<file path="src/rtl/com_uart_pkg.sv">
// rtl/com_uart_pkg.sv - shared defaults and frame state encodings for the COM UART
package com_uart_pkg;

    localparam int DEF_CLK_FREQ = 50_000_000;
    localparam int DEF_BAUD     = 115_200;
    localparam int CNT_W        = 12;

    typedef enum logic [1:0] {
        ST_IDLE  = 2'd0,
        ST_START = 2'd1,
        ST_DATA  = 2'd2,
        ST_STOP  = 2'd3
    } frame_state_t;

endpackage

</file>
<file path="src/rtl/com_uart_rx.sv">
// rtl/com_uart_rx.sv - 8N1 receiver: input synchroniser, frame FSM and shift register
module com_uart_rx
    import com_uart_pkg::*;
#(
    parameter int DIVISOR = 434
) (
    input  logic       clk,
    input  logic       rst_n,
    input  logic       rxd,
    output logic [7:0] rx_byte,
    output logic       rx_commit,
    output logic       rx_frame_err
);

    localparam logic [CNT_W-1:0] DIV_M1   = CNT_W'(DIVISOR - 1);
    localparam logic [CNT_W-1:0] DIV_HALF = CNT_W'(DIVISOR / 2);

    frame_state_t     state, state_nxt;
    logic [1:0]       sync;
    logic [CNT_W-1:0] cnt;
    logic [2:0]       bit_idx;
    logic [7:0]       shreg;
    logic             armed;
    logic             rxd_s;
    logic             tick;

    assign rxd_s   = sync[1];
    assign tick    = (cnt == '0);
    assign rx_byte = shreg;

    always_ff @(posedge clk or negedge rst_n) begin
        if (!rst_n) sync <= 2'b11;
        else        sync <= {sync[0], rxd};
    end

    always_ff @(posedge clk or negedge rst_n) begin
        if (!rst_n) state <= ST_IDLE;
        else        state <= state_nxt;
    end

    always_comb begin
        state_nxt = state;
        case (state)
            ST_IDLE:  if (armed && !rxd_s)          state_nxt = ST_START;
            ST_START: if (tick)                     state_nxt = rxd_s ? ST_IDLE : ST_DATA;
            ST_DATA:  if (tick && bit_idx == 3'd7)  state_nxt = ST_STOP;
            ST_STOP:  if (tick)                     state_nxt = ST_IDLE;
            default:                                state_nxt = ST_IDLE;
        endcase
    end

    // armed drops after every stop bit so a held-low line reports one error only
    always_ff @(posedge clk or negedge rst_n) begin
        if (!rst_n) begin
            cnt     <= '0;
            bit_idx <= '0;
            shreg   <= '0;
            armed   <= 1'b0;
        end else begin
            case (state)
                ST_IDLE: begin
                    armed <= armed | rxd_s;
                    if (armed && !rxd_s) cnt <= DIV_HALF;
                end
                ST_START: begin
                    if (tick) begin
                        cnt     <= DIV_M1;
                        bit_idx <= '0;
                    end else begin
                        cnt <= cnt - 1'b1;
                    end
                end
                ST_DATA: begin
                    if (tick) begin
                        shreg   <= {rxd_s, shreg[7:1]};
                        bit_idx <= bit_idx + 1'b1;
                        cnt     <= DIV_M1;
                    end else begin
                        cnt <= cnt - 1'b1;
                    end
                end
                ST_STOP: begin
                    if (tick) armed <= 1'b0;
                    else      cnt   <= cnt - 1'b1;
                end
                default: cnt <= '0;
            endcase
        end
    end

    always_comb begin
        rx_commit    = 1'b0;
        rx_frame_err = 1'b0;
        if (state == ST_STOP && tick) begin
            rx_commit    = rxd_s;
            rx_frame_err = !rxd_s;
        end
    end

endmodule

</file>
<file path="src/rtl/com_uart.sv">
// rtl/com_uart.sv - COM port endpoint: transmitter, RX holding register and status/interrupt
module com_uart
    import com_uart_pkg::*;
#(
    parameter int CLK_FREQ = DEF_CLK_FREQ,
    parameter int BAUD     = DEF_BAUD,
    parameter int DIVISOR  = CLK_FREQ / BAUD
) (
    input  logic       clk50M,
    input  logic       rst_n,
    input  logic [7:0] tx_data,
    input  logic       tx_start,
    output logic       com_write_ready,
    output logic [7:0] com_data_in,
    output logic       com_read_ready,
    input  logic       int_com_ack,
    output logic       com_int,
    output logic       rx_overrun,
    output logic       rx_frame_err,
    output logic       uart_txd,
    input  logic       uart_rxd
);

    localparam logic [CNT_W-1:0] DIV_M1 = CNT_W'(DIVISOR - 1);

    frame_state_t     tx_state, tx_state_nxt;
    logic [CNT_W-1:0] tx_cnt;
    logic [2:0]       tx_bit_idx;
    logic [7:0]       tx_shreg;
    logic             tx_tick;

    logic [7:0]       rx_byte;
    logic             rx_commit;
    logic             rx_ferr;
    logic             ack_q;
    logic             ack_edge;

    com_uart_rx #(.DIVISOR(DIVISOR)) u_rx (
        .clk          (clk50M),
        .rst_n        (rst_n),
        .rxd          (uart_rxd),
        .rx_byte      (rx_byte),
        .rx_commit    (rx_commit),
        .rx_frame_err (rx_ferr)
    );

    assign tx_tick = (tx_cnt == '0);

    always_ff @(posedge clk50M or negedge rst_n) begin
        if (!rst_n) tx_state <= ST_IDLE;
        else        tx_state <= tx_state_nxt;
    end

    always_comb begin
        tx_state_nxt = tx_state;
        case (tx_state)
            ST_IDLE:  if (tx_start)                    tx_state_nxt = ST_START;
            ST_START: if (tx_tick)                     tx_state_nxt = ST_DATA;
            ST_DATA:  if (tx_tick && tx_bit_idx == 3'd7) tx_state_nxt = ST_STOP;
            ST_STOP:  if (tx_tick)                     tx_state_nxt = ST_IDLE;
            default:                                   tx_state_nxt = ST_IDLE;
        endcase
    end

    always_ff @(posedge clk50M or negedge rst_n) begin
        if (!rst_n) begin
            tx_cnt     <= '0;
            tx_bit_idx <= '0;
            tx_shreg   <= '0;
        end else if (tx_state == ST_IDLE) begin
            if (tx_start) begin
                tx_shreg   <= tx_data;
                tx_cnt     <= DIV_M1;
                tx_bit_idx <= '0;
            end
        end else if (tx_tick) begin
            tx_cnt <= DIV_M1;
            if (tx_state == ST_DATA) begin
                tx_shreg   <= {1'b0, tx_shreg[7:1]};
                tx_bit_idx <= tx_bit_idx + 1'b1;
            end
        end else begin
            tx_cnt <= tx_cnt - 1'b1;
        end
    end

    // line level decoded from state so reset forces txd high without a clock
    always_comb begin
        uart_txd        = 1'b1;
        com_write_ready = 1'b0;
        case (tx_state)
            ST_IDLE:  com_write_ready = 1'b1;
            ST_START: uart_txd        = 1'b0;
            ST_DATA:  uart_txd        = tx_shreg[0];
            default:  uart_txd        = 1'b1;
        endcase
    end

    assign ack_edge = int_com_ack && !ack_q;

    // a commit landing on the ack edge keeps the new byte flagged as unread
    always_ff @(posedge clk50M or negedge rst_n) begin
        if (!rst_n) begin
            ack_q          <= 1'b0;
            com_data_in    <= '0;
            com_read_ready <= 1'b0;
            rx_overrun     <= 1'b0;
            rx_frame_err   <= 1'b0;
        end else begin
            ack_q        <= int_com_ack;
            rx_frame_err <= rx_ferr;
            if (rx_commit) begin
                com_data_in    <= rx_byte;
                com_read_ready <= 1'b1;
            end else if (ack_edge) begin
                com_read_ready <= 1'b0;
            end
            if (ack_edge)
                rx_overrun <= 1'b0;
            else if (rx_commit && com_read_ready)
                rx_overrun <= 1'b1;
        end
    end

    assign com_int = com_read_ready;

endmodule

</file>
<file path="config.mk">
export PLATFORM = sky130hd
export DESIGN_NAME = com_uart
export DESIGN_NICKNAME = d
export VERILOG_FILES = /design/src/rtl/com_uart_pkg.sv /design/src/rtl/com_uart_rx.sv /design/src/rtl/com_uart.sv
export SDC_FILE = /design/constraint.sdc
export NUM_CORES = 1
export LEC_CHECK = 0
export ABC_AREA = 0
export CAP_MARGIN = 20
export CELL_PAD_IN_SITES_DETAIL_PLACEMENT = 1
export CELL_PAD_IN_SITES_GLOBAL_PLACEMENT = 2
export CORE_MARGIN = 8
export CORE_UTILIZATION = 39
export DETAILED_ROUTE_END_ITERATION = 8
export PLACE_DENSITY_LB_ADDON = 0.1
export SYNTH_ARGS = -nofsm -noshare
export SYNTH_HDL_FRONTEND = slang
export SYNTH_SLANG_ARGS = --single-unit
</file>
<file path="constraint.sdc">
create_clock -name clk50M -period 2.3 [get_ports clk50M]
set_input_delay 0.23 -clock clk50M [delete_from_list [all_inputs] [get_ports clk50M]]
set_output_delay 0.23 -clock clk50M [all_outputs]
set_load 0.1 [all_outputs]
</file>
# After elaboration in Yosys (flattened, before gate mapping)
# Cells that the tools add are included.
[op_classes]
eq_ne = 18
muxes = 39
reduce_logical = 26
addsub = 4
bitwise_logic = 1
[op_table]
columns = ["operator", "count"]
rows = [
  ["two-way mux 12 bit", 6],
  ["one-hot mux 12 bit (3 select lines)", 1],
  ["two-way mux 8 bit", 4],
  ["logical NOT 12 bit", 2],
  ["subtractor 12 x 1 -> 12 bit (second input constant)", 2],
  ["two-way mux 2 bit", 9],
  ["two-way mux 3 bit", 6],
  ["one-hot mux 2 bit (4 select lines)", 2],
  ["nonzero test 2 bit", 6],
  ["inequality test 2 x 1 -> 1 bit (second input constant)", 5],
  ["inequality test 2 bit (second input constant)", 5],
  ["equality test 2 bit (second input constant)", 4],
  ["two-way mux 1 bit", 8],
  ["AND reduction 4 bit", 2],
  ["adder 3 x 1 -> 3 bit (second input constant)", 2],
  ["equality test 3 bit (second input constant)", 2],
  ["logical AND 1 bit", 6],
  ["one-hot mux 3 bit (2 select lines)", 1],
  ["AND reduction 2 bit", 3],
  ["AND reduction 3 bit", 2],
  ["equality test 2 x 1 -> 1 bit (second input constant)", 2],
  ["logical NOT 2 bit", 2],
  ["one-hot mux 1 bit (2 select lines)", 2],
  ["logical NOT 1 bit", 2],
  ["other kinds (2)", 2],
]
[totals]
inputBits = 13
ff_bits = 65
out_inout_bits = 14
elab_cells = 103

# Longest topological paths before layout
[depth]
depth_word = 6
depth_mapped = 9
mapped_depth_nobuf = 6

# Hierarchy
# Synthesis repeated with hierarchy kept, for this count alone.
[hier_totals]
hier_cells = 309
area_unflattened_um2 = 3417.0
[by_module_without_submodules]
columns = ["module", "cells_each", "area_per_inst_um2", "instances", "seq_area_each_um2"]
rows = [
  ["com_uart", 169, 1959.4, 1, 925.9],
  ["com_uart_rx", 140, 1457.6, 1, 703.2],
]

# Worst setup path before layout
# OpenSTA, ideal clock, no wires.
[synth_path]
kind = "register -> output"
startpoint = "register tx_state[0]"
endpoint = "output uart_txd"
path_buffers = 1
path_slack_ns = -0.835
t_arrival_ns = 2.905
path_stages_with_launch = 5
t_required_ns = 2.070
cell_sequence = "dfrtp_1 inv_1 ha_1 clkbuf_1 o21ai_0"
[synth_via]
elab_chain_cells = 2
word_cells_on_any_way = 3
[synth_rtl]
columns = ["element", "line", "source"]
rows = [
  ["from (decl)", "com_uart.sv:26", "frame_state_t tx_state, tx_state_nxt;"],
  ["from (signal assigned)", "com_uart.sv:51", "else tx_state <= tx_state_nxt;"],
  ["equality test 2 bit or equality test 2 x 1 -> 1 bit (tied branches)", "com_uart.sv:91", "case (tx_state)"],
  ["one-hot mux 1 bit (2 select lines) (*)", "com_uart.sv:91", ""],
  ["to (decl)", "com_uart.sv:20", "output logic uart_txd,"],
]
# Mark *: on every way between the ends. The rest lies on a longest branch, timed or not.

# Worst setup path after layout
[layout_path]
startpoint = "register u_rx.cnt[0]"
endpoint = "register u_rx.cnt[6]"
[layout_via]
elab_chain_cells = 3
word_cells_on_any_way = 7
[layout_rtl]
columns = ["element", "line", "source"]
rows = [
  ["from (decl)", "com_uart_rx.sv:20", "logic [CNT_W-1:0] cnt;"],
  ["from (signal assigned)", "com_uart_rx.sv:70", "cnt <= cnt - 1'b1;"],
  ["from (signal assigned)", "com_uart_rx.sv:79", "cnt <= cnt - 1'b1;"],
  ["from (signal assigned)", "com_uart_rx.sv:84", "else cnt <= cnt - 1'b1;"],
  ["subtractor 12 x 1 -> 12 bit or logical NOT 12 bit (tied branches)", "--", ""],
  ["two-way mux 12 bit, or another cell as far along", "com_uart_rx.sv:83", "if (tick) armed <= 1'b0;"],
  ["one-hot mux 12 bit (3 select lines) or AND reduction 2 bit (tied branches)", "--", ""],
]
# Several ways; a longest one is shown, not always the timed one. The select of a mux whose other input is x is not followed.
# A chain may end at the register's enable or synchronous reset.

==> insert_results.sql <==
INSERT INTO impl_metrics (metric_group, metric, value, unit) VALUES
('outcome', 'run_status', 'finished clean', ''),
('critical_path', 'critical_path_class', 'register to register', ''),
('critical_path', 'critical_path.cell_chain', 'inv_1 -> ha_1 -> or3b_2 -> o32ai_1 -> o211ai_1 -> a221o_1', ''),
('timing', 'maxClockFrequency', '465.1', 'MHz'),
('clock_network', 'cts_tree', 'yes', ''),
('drt', 'detail_route.vias_per_cell', '5.564', ''),
('clock_network', 'cts-root-buf', 'sky130_fd_sc_hd__clkbuf_8', ''),
('timing', 'fin_setup_tns', '0', 'ps'),
('logic_synthesis', 'net_count_of_the_mapped_netlist', '348', ''),
('place', 'place_hpwl', '6.008', 'mm'),
('timing', 'period_minus_slack', '2150', 'ps'),
('pwr', 'sequentialPowerShare', '40.4', '%'),
('timing', 'rsz0062_at_grt', 'false', ''),
('clock_network', 'ctsLongestPathBuffers', '2', ''),
('global_route', 'grt_pass1_vias', '2815', ''),
('global_route', 'grtUsageTotal', '13.97', '%'),
('logic_synthesis', 'post_synth_inst_count', '319', ''),
('critical_path', 'timing.rr.start', 'u_rx.cnt[0]', ''),
('pwr', 'power.ir.vdd_worst', '0.5135', 'mV'),
('global_route', 'antenna_found_initial', '0', ''),
('drt', 'detail-route-antenna-nets', '0', ''),
('floorplan', 'die_area', '12250', 'sq um'),
('timing', 'report.final.hold_viol_count', '0', ''),
('global_route', 'globalRoute.totalOverflow', '0', ''),
('timing', 'final-max-slew-violation-count', '0', ''),
('run', 'cap_violations', '0', ''),
('pwr', 'swShare', '34.38', '%'),
('logic_synthesis', 'post-synth-top-area-cell', 'sky130_fd_sc_hd__dfrtp_1', ''),
('pwr', 'portion_of_total_power_attributed_to_the_clock_network', '29.2', '%'),
('floorplan', 'start_util', '40.09', '%'),
('pwr', 'pwr-share-comb', '30.4', '%'),
('logic_synthesis', 'yosysUniqueCellTypes', '57', ''),
('global_route', 'grt_max_degree', '30', ''),
('floorplan', 'placementRows', '34', ''),
('clock_network', 'clock_sinks', '65', ''),
('drt', 'via_count', '2632', ''),
('pwr', 'power_per_cell_area', '815.6', 'nW/um^2'),
('logic_synthesis', 'post_synth_edffs', '0', ''),
('finish', 'num_antenna_cells', '0', ''),
('critical_path', 'cpPeakStageDelay', '510', 'ps'),
('floorplan', 'floorplan.die.height', '110.7', 'um'),
('place', 'portBuffers', '26', ''),
('clock_network', 'clock_insertion_delay_worst_skew', '340', 'ps'),
('finish', 'final_layout_size_suffix_gt1_share', '26.58', '%'),
('finish', 'most-common-layout-cells', 'sky130_fd_sc_hd__dfrtp_1 (63), sky130_fd_sc_hd__buf_4 (34), sky130_fd_sc_hd__mux2_2 (22), sky130_fd_sc_hd__inv_1 (18), sky130_fd_sc_hd__nand2_1 (18)', ''),
('clock_network', 'post_cts.resized_instances', '0', ''),
('logic_synthesis', 'ys_seq_elements', '65', ''),
('pwr', 'intPower', '2.230', 'mW'),
('min_path', 'hold_path_class', 'input port to register', ''),
('timing', 'period_share', '93.48', '%'),
('timing', 'postLayoutSetupSlackWorst', '150.0', 'ps'),
('clock_network', 'cts.htree.levels', '3', ''),
('finish', 'final_nets', '389', ''),
('logic_synthesis', 'ys_seq_area_share', '46.60', '%'),
('critical_path', 'startpoint_type', 'register', ''),
('timing', 'worst_case_headroom_to_the_max_slew_limit', '54.96', '%'),
('drt', 'finalWirelength', '8.264', 'mm'),
('drt', 'drt_first_pass_iters', '4', ''),
('logic_synthesis', 'synth.area.top_cells', 'sky130_fd_sc_hd__dfrtp_1 (45%), sky130_fd_sc_hd__mux2_2 (7.1%), sky130_fd_sc_hd__ha_1 (5.7%), sky130_fd_sc_hd__mux2_4 (3.4%), sky130_fd_sc_hd__o21ai_0 (2.1%)', ''),
('min_path', 'min-delay-start', 'uart_rxd', ''),
('critical_path', 'critPathSlowestCell', 'sky130_fd_sc_hd__or3b_2', ''),
('pwr', 'power.static_leakage', '1.903', 'nW'),
('critical_path', 'worstSetupEndpointType', 'register', ''),
('timing', 'setup_viol', '0', ''),
('place', 'globalplace.congestion', '0.8239', ''),
('logic_synthesis', 'post_synth_instance_area', '3496', 'sq um'),
('drt', 'route.detailed.wl_per_inst', '17.47', 'um'),
('finish', 'final_common_cell', 'sky130_fd_sc_hd__dfrtp_1', ''),
('timing', 'finClkSkew', '11.81', 'ps'),
('floorplan', 'core_region_area', '8721', 'sq um'),
('timing', 'timing_worst_slew_pin_value', '675.6', 'ps');
through the flow:
stage               util (%)  hold slack, ps  instance area [sq um]  total power, mW  cells
global placement       45.32           327.5                   3953            2.408    456
CTS                    47.78           282.7                   4167            3.449    473
finish                 47.78           306.2                   4167            3.398    473
detailed placement     45.32           326.5                   3953            2.423    456
global route           47.78           293.8                   4167            3.622    473
floorplan                  -          -65.59                   3512            2.024    319
repair_timing:
action                                 in CTS  in global routing
hold buffers                                1                  0
endpoints found under the hold margin      24                  0
buffers inserted                            0                  0
power groups by stage:
| stage | Clock, mW | Combinational [mW] | Sequential, mW |
|---|---|---|---|
| 6_report | 0.991 | 1.03 | 1.37 |
| 5_1_grt | 1.08 | 1.15 | 1.39 |
| 4_1_cts | 1.03 | 1.04 | 1.37 |
| 3_5_place_dp | 0 | 1.03 | 1.39 |
| 3_3_place_gp | 0 | 1.02 | 1.39 |
| 2_1_floorplan | 0 | 0.690 | 1.33 |
synthesized netlist by cell type, drive strengths merged, types with 2 or more instances:
library cell / count
nand2: 19
nor3: 6
a21oi: 10
xor2: 4
o32ai: 4
a41oi: 6
a22o: 4
nor3b: 4
dfrtp: 63
clkbuf: 11
mux2: 30
nor2: 15
a31oi: 5
inv: 18
o31ai: 2
a211oi: 4
nor2b: 4
xnor2: 2
a21o: 2
o211ai: 2
a221o: 2
o22a: 3
nand2b: 4
o21ai: 16
a32o: 2
a221oi: 3
o22ai: 8
nor4: 5
buf: 8
dfstp: 2
or3: 4
mux2i: 3
nand4: 4
and4: 2
or4: 2
ha: 16
nand4b: 4
nand3: 7
final cells by class:
| class | count | area, sq um |
|---|---|---|
| Clock buffer | 10 | 137.6 |
| Clock inverter | 6 | 66.31 |
| Fill cell | 960 | 4554 |
| Inverter | 18 | 67.56 |
| Multi-Input combinational cell | 217 | 1710 |
| Sequential cell | 65 | 1629 |
| Tap cell | 108 | 135.1 |
| Timing Repair Buffer | 49 | 420.4 |
critical path: cells and delay by family (launching register included):
family	cells	cell delay, ps
buffers and inverters	1	110
AO/OA/AOI/OAI	3	710
AND/OR/NAND/NOR	1	510
adder cells (fa/ha/maj)	1	260
flip-flops	1	440
worst paths after layout:
kind	cells after the start	end	slack, ps
max reg2reg	6	u_rx.cnt[6]	150
min reg2reg	0	u_rx.sync[1]	360
max	6	u_rx.cnt[6]	150
max in group asynchronous	3	tx_shreg[0]	1240
min in group asynchronous	2	tx_bit_idx[1]	460
min	1	u_rx.sync[0]	310
logic make-up after synthesis:
logic type	Yosys count	share of synthesized area, %
DFF	65	46.60
and+or+nand+nor	85	14.28
AOI/OAI and AO/OA	77	15.57
muxes	33	11.38
adders and majority gates	16	5.726
xor gates and xnor gates	6	1.503
buffers and inverters	37	4.939
flip-flops by register name (all words and copies together) (netlist names), named ones only:
signal,cells
u_rx.rx_byte,8
u_rx.bit_idx,3
tx_shreg,8
com_data_in,8
tx_cnt,12
tx_state,2
tx_bit_idx,3
rx_frame_err,1
u_rx.armed,1
ack_q,1
u_rx.state,1
rx_overrun,1
u_rx.sync,2
com_int,1
u_rx.cnt,12
layer usage:
| metal | up-vias | track usage, % | routed length, um |
|---|---|---|---|
| li1 | 1260 | - | - |
| met1 | 1340 | 17.02 | 3684 |
| met2 | 23 | 23.97 | 4287 |
| met3 | 9 | 3.301 | 185 |
| met4 | 0 | 3.784 | 106 |
| met5 | - | 0 | 0 |
Note: power is estimated with default switching activity, not from simulation.
